$ cat src/rtl/muldiv_unit_e.sv
// muldiv_unit_e
//   Execute-stage multi-cycle multiply/divide engine. Produces HI/LO for
//   MULT/MULTU/DIV/DIVU and holds the E stage through alu_stall until the
//   result is ready.
// Ports
//   clk, rst           clock, synchronous active-high reset
//   op_valid, op       mul/div instruction in E; 00 MULT 01 MULTU 10 DIV 11 DIVU
//   src_a, src_b       rs / rt operands, sampled only at issue
//   flush              exception flush, aborts any operation
//   stall_ext          E held by another source; keeps a finished result parked
//   alu_stall          stall request to the hazard unit
//   result_valid       hi/lo valid for the instruction in E this cycle
//   hi, lo             product high/low or remainder/quotient
module muldiv_unit_e #(
    parameter int WIDTH    = 32,
    parameter int DIV_CNTW = 5
) (
    input  logic             clk,
    input  logic             rst,
    input  logic             op_valid,
    input  logic [1:0]       op,
    input  logic [WIDTH-1:0] src_a,
    input  logic [WIDTH-1:0] src_b,
    input  logic             flush,
    input  logic             stall_ext,
    output logic             alu_stall,
    output logic             result_valid,
    output logic [WIDTH-1:0] hi,
    output logic [WIDTH-1:0] lo
);

    typedef enum logic [1:0] {IDLE, MUL, DIV, DONE} state_t;

    state_t               state, state_nx;
    logic [DIV_CNTW-1:0]  cnt;
    // a_q holds the multiplicand for MUL and doubles as the quotient shift
    // register for DIV (dividend bits shift out as quotient bits shift in).
    logic [WIDTH-1:0]     a_q, b_q, rem_q;
    logic                 mul_signed, q_neg, r_neg;

    logic                 issue, signed_div;
    logic [WIDTH-1:0]     a_mag, b_mag;

    assign issue      = (state == IDLE) && op_valid && !flush;
    assign signed_div = (op == 2'b10);
    // Divide works on magnitudes; multiply keeps raw operands.
    assign a_mag = (signed_div && src_a[WIDTH-1]) ? -src_a : src_a;
    assign b_mag = (signed_div && src_b[WIDTH-1]) ? -src_b : src_b;

    // 33x33 signed multiply done as a 2W x 2W product of sign/zero-extended
    // operands; the low 2W bits are identical.
    logic [2*WIDTH-1:0] mul_a, mul_b, prod;
    assign mul_a = {{WIDTH{mul_signed & a_q[WIDTH-1]}}, a_q};
    assign mul_b = {{WIDTH{mul_signed & b_q[WIDTH-1]}}, b_q};
    assign prod  = mul_a * mul_b;

    // One restoring-division step. With a zero divisor the compare always
    // succeeds, giving an all-ones quotient and the dividend as remainder.
    logic [WIDTH:0]   rem_sh, diff;
    logic             ge;
    logic [WIDTH-1:0] rem_nx, quo_nx;
    assign rem_sh = {rem_q, a_q[WIDTH-1]};
    assign diff   = rem_sh - {1'b0, b_q};
    assign ge     = (rem_sh >= {1'b0, b_q});
    assign rem_nx = ge ? diff[WIDTH-1:0] : rem_sh[WIDTH-1:0];
    assign quo_nx = {a_q[WIDTH-2:0], ge};

    always_comb begin
        state_nx     = state;
        alu_stall    = 1'b0;
        result_valid = 1'b0;
        case (state)
            IDLE: if (issue) begin
                alu_stall = 1'b1;
                state_nx  = op[1] ? DIV : MUL;
            end
            MUL: begin
                alu_stall = 1'b1;
                state_nx  = DONE;
            end
            DIV: begin
                alu_stall = 1'b1;
                if (cnt == '1) state_nx = DONE;
            end
            DONE: begin
                result_valid = 1'b1;
                if (!stall_ext) state_nx = IDLE;
            end
            default: state_nx = IDLE;
        endcase
        if (flush) begin
            alu_stall    = 1'b0;
            result_valid = 1'b0;
            state_nx     = IDLE;
        end
    end

    always_ff @(posedge clk) begin
        if (rst) begin
            state      <= IDLE;
            cnt        <= '0;
            a_q        <= '0;
            b_q        <= '0;
            rem_q      <= '0;
            mul_signed <= 1'b0;
            q_neg      <= 1'b0;
            r_neg      <= 1'b0;
            hi         <= '0;
            lo         <= '0;
        end else begin
            state <= state_nx;
            if (flush || issue)   cnt <= '0;
            else if (state == DIV) cnt <= cnt + 1'b1;

            if (issue) begin
                a_q        <= a_mag;
                b_q        <= b_mag;
                rem_q      <= '0;
                mul_signed <= ~op[0];
                q_neg      <= signed_div & (src_a[WIDTH-1] ^ src_b[WIDTH-1]);
                r_neg      <= signed_div & src_a[WIDTH-1];
            end

            // hi/lo change only on completion, so a flush leaves them intact.
            if (!flush && state == MUL) begin
                hi <= prod[2*WIDTH-1:WIDTH];
                lo <= prod[WIDTH-1:0];
            end

            if (!flush && state == DIV) begin
                a_q   <= quo_nx;
                rem_q <= rem_nx;
                if (cnt == '1) begin
                    hi <= r_neg ? -rem_nx : rem_nx;
                    lo <= q_neg ? -quo_nx : quo_nx;
                end
            end
        end
    end

endmodule

$ cat config.mk
export PLATFORM = sky130hd
export DESIGN_NAME = muldiv_unit_e
export DESIGN_NICKNAME = d
export VERILOG_FILES = /design/src/rtl/muldiv_unit_e.sv
export SDC_FILE = /design/constraint.sdc
export NUM_CORES = 2
export LEC_CHECK = 0
export CAP_MARGIN = 5
export CORE_MARGIN = 2
export CORE_UTILIZATION = 30
export DETAILED_ROUTE_END_ITERATION = 6
export PLACE_DENSITY = 0.53
export SLEW_MARGIN = 0
export SYNTH_ARGS = -nofsm -noshare
export SYNTH_HDL_FRONTEND = slang
export SYNTH_SLANG_ARGS = --single-unit
export TNS_END_PERCENT = 50
$ cat constraint.sdc
create_clock -name clk -period 9.9 [get_ports clk]
set_input_delay 1.485 -clock clk [delete_from_list [all_inputs] [get_ports clk]]
set_output_delay 1.485 -clock clk [all_outputs]
set_load 0.01 [all_outputs]
==> results by group <==
Worst setup path
  • Critical Path RT: 10350 ps
  • Worst setup SP type: register
  • Reg2Reg Launch Point: a_q[7]
  • R2R setup slack: 450 ps
  • Crit Path Class: reg -> reg
  • Crit path DAT: 9900 ps
  • FF-to-FF path depth: 27
  • Max FO, Critical Path: 22
  • Worst Setup EP: hi[23]
  • R2R Path End: hi[23]
  • Critical Path Start: a_q[7]
  • CP endpoint kind: register

Timing
  • PnR worst setup slack: 454.2 ps
  • Final hold violations: 0
  • WHS: 494.8 ps
  • Minimum clock period: 9446 ps
  • Max_slew headroom: 0.06330
  • Unrepaired setup endpoints after global routing: false
  • Final TNS setup: 0 ps
  • Period utilization: 0.9541
  • Worst Tran Pin Value: 1403 ps
  • Clock Skew: 25.52 ps
  • Fmax: 105.9 MHz
  • Setup Viol. Count Final: 0
  • Final Max Slew Viols: 0

Route
  • Pre-antenna DRT Iters: 7
  • Drt via density: 5.036
  • DR iter-0 viols: 3174
  • Remaining routing DRC violations: 0
  • ANT nets after route: 0
  • Via Count: 39884
  • Routed wire per std cell: 22.16 um
  • WL final: 175500 um

Yosys
  • Mapped Nets: 7236
  • Post-synthesis mux area share: 0.005030
  • Syn Inst Count: 5783
  • Synthesized area: 0.04975 mm^2
  • Largest family of logic cells by synthesized area: adder cells
  • Synth Flop Type: dfxtp_1
  • Seq cells post-synth: 170
  • Synth warn: 0
  • EDFF count, synth: 0
  • Post-synthesis simple-gate area fraction: 0.1663
  • Synth Area in Adders: 0.5174
  • XOR/XNOR Fraction of Synth Area: 0.03662
  • Mean Syn Cell Area: 8.603 um^2
  • Compound-gate portion of the synthesized area: 0.08880
  • Sequential area share after synthesis: 0.06840
  • Netlist cell types: 92
  • Async SR Flop Fraction: 0

Floorplanning
  • Top Ports: 137
  • Die width: 411.2 um
  • Placement row count: 149
  • Initial Util: 0.3019
  • Die ar.: 0.1691 mm^2
  • Chip Height: 411.2 um
  • Core Footprint: 0.1648 mm^2

Power and ir drop
  • Internal Dissipation: 1.738 mW
  • Power share of the clock group: 0.215
  • Logic pwr share: 0.557
  • Net Switching: 1.798 mW
  • Leak: 24.83 nW
  • Cell Pwr Density: 65.15 mW/mm^2
  • Sequential Power Share: 0.228
  • Maximum vdd drop: 0.1521 mV
  • Switching part of the total: 0.5084

Global routing
  • Pin count of the biggest net entering global routing: 84
  • Overall Global Routing Usage: 0.2096
  • Vias in the first global route: 41632
  • First-pass GRT wire length: 266300 um
  • Initial antenna violation count: 4
  • GRT overflow: 0

Clock tree
  • Postcts setup bufs: 0
  • Cts bufs inserted: 17
  • Cts repair resizes: 0
  • CTS tree: built
  • Number of clock sinks: 170
  • Hold Buf Count CTS: 0
  • Clock Tree Buf Depth: 2
  • Reg clk slew, reported paths: 90 ps
  • Root buffer cell: clkbuf_16
  • H-Tree Depth: 4
  • Worst skew pair latency: 530 ps

Final layout
  • Net count, final: 7168
  • Layout cells sized above 1: 0.03876
  • Layout Cells excl Fill: 7919
  • Fillers: 17409
  • Area Growth Syn to Fin: 9.108%
  • Fin util: 0.3294

Hold path
  • HP Class: reg -> reg

Place
  • Hpwl dp: 142200 um
  • Setup WS pre-CTS: 680.8 ps
  • Inst Count DP: 7884
  • Final Wtd Congestion: 0.9424
  • Buffers on Ports: 136

Run
  • Max-Cap Viols: 0

Run status
  • Status: complete, no violations
worst min path at each step:
stage	start	to	slack [ps]	cells after the start
floorplan	rem_q[26]	rem_q[26]	460	2
detailed placement	a_q[25]	a_q[26]	490	2
global route	hi[5]	hi[5]	510	2
global placement	rem_q[28]	rem_q[28]	480	2
finish	hi[5]	hi[5]	490	2
CTS	a_q[25]	a_q[26]	500	2
stage by stage:
stage,total power [mW],cell area [um^2]
after floorplan,2.036,49750
after global placement,2.768,53650
after detailed placement,2.779,53650
after global routing,3.764,54280
final,3.537,54290
after CTS,3.546,54270
cell families (layout without fill, tap and decap cells):
family | after synthesis | after routing
XOR/XNOR | 208 | 208
AO/OA/AOI/OAI | 649 | 649
multiplexers | 25 | 25
flip-flops | 170 | 170
other | 0 | 2
adder cells (fa/ha/maj) | 1382 | 1382
buffers and inverters | 1549 | 1494
AND/OR/NAND/NOR | 1800 | 1800
cells in the mapped netlist, drive strengths merged, types with 16 or more instances:
cell | n | share of area
inv | 1187 | 0.090
fa | 1126 | 0.45
nand2 | 901 | 0.068
and2 | 320 | 0.040
clkbuf | 298 | 0.023
nor2 | 291 | 0.022
ha | 256 | 0.064
dfxtp | 170 | 0.068
a21oi | 133 | 0.013
xnor2 | 113 | 0.020
o21ai | 109 | 0.011
a211oi | 107 | 0.016
xor2 | 95 | 0.017
nand3 | 78 | 0.0080
buf | 64 | 0.0054
a31oi | 63 | 0.0079
a21o | 41 | 0.0062
and3 | 33 | 0.0041
nor3 | 33 | 0.0033
mux2i | 25 | 0.0050
a311oi | 22 | 0.0039
o31ai | 22 | 0.0034
nand4 | 21 | 0.0028
or4 | 18 | 0.0029
o211ai | 17 | 0.0027
o41ai | 17 | 0.0030
nor2b | 16 | 0.0020
nor4 | 16 | 0.0020
o21a | 16 | 0.0024
worst max-delay path, cell delays in order (launching register included):
cell	delay, ps
dfxtp_1	1260
buf_4	460
and2_1	190
fa_1	410
inv_1	90
fa_1	170
inv_1	50
fa_1	470
inv_1	50
fa_1	390
fa_1	540
inv_1	50
fa_1	510
fa_1	490
inv_1	60
fa_1	470
inv_1	40
ha_1	480
nand3_1	220
o31ai_1	890
o211a_1	390
nor2_1	100
or3_1	450
o221ai_1	310
a311oi_1	160
xnor2_1	350
mux2i_1	140
o22ai_1	140
placed cells by master (no fill, tap or decap), types with 33 or more instances in the layout:
cell	synthesis	final
a31oi_1	63	63
nor2_1	291	287
and2_1	319	319
dfxtp_1	170	167
inv_1	1185	1185
nand2_1	901	901
nand3_1	76	76
fa_1	1126	1126
and3_1	33	33
clkdlybuf4s50_1	0	135
a211oi_1	104	104
xnor2_1	113	113
a21o_1	41	41
buf_4	3	130
xor2_1	95	95
ha_1	256	256
o21ai_0	95	95
a21oi_1	132	132
nor3_1	33	33
per-layer routing:
layer	track usage	wire, um	vias up
met1	0.2733	72320	20722
met3	0.03402	12060	261
met2	0.3528	84780	1449
li1	-	-	17450
met5	0	13	-
met4	0.06928	6325	2
power by group through the flow:
| stage | combinational [mW] | clock [mW] | sequential, mW |
|---|---|---|---|
| final | 1.97 | 0.760 | 0.807 |
| after global routing | 2.16 | 0.795 | 0.808 |
| after CTS | 1.97 | 0.776 | 0.805 |
| after detailed placement | 1.96 | 0 | 0.821 |
| after global placement | 1.95 | 0 | 0.821 |
| after floorplan | 1.30 | 0 | 0.738 |
state kept, by name, summed over array words and instances (netlist names):
name	flops
b_q	32
hi	32
rem_q	32
lo	32
a_q	32
r_neg	1
cnt	5
mul_signed	1
state	2
q_neg	1
layout make-up:
type                    instances  area [um^2]  area share
inverters                    1187         4456     0.08208
well taps                    2189         2739     0.05045
clock buffers                  18        439.2    0.008090
repair buffers                275         2514     0.04630
flip-flops and latches        170         3407     0.06276
clock inverters                14        172.7    0.003181
multi-input cells            4064        40550      0.7470
diodes                          2        5.005  0.00009219
No activity file was read; power rests on OpenSTA's default activity.
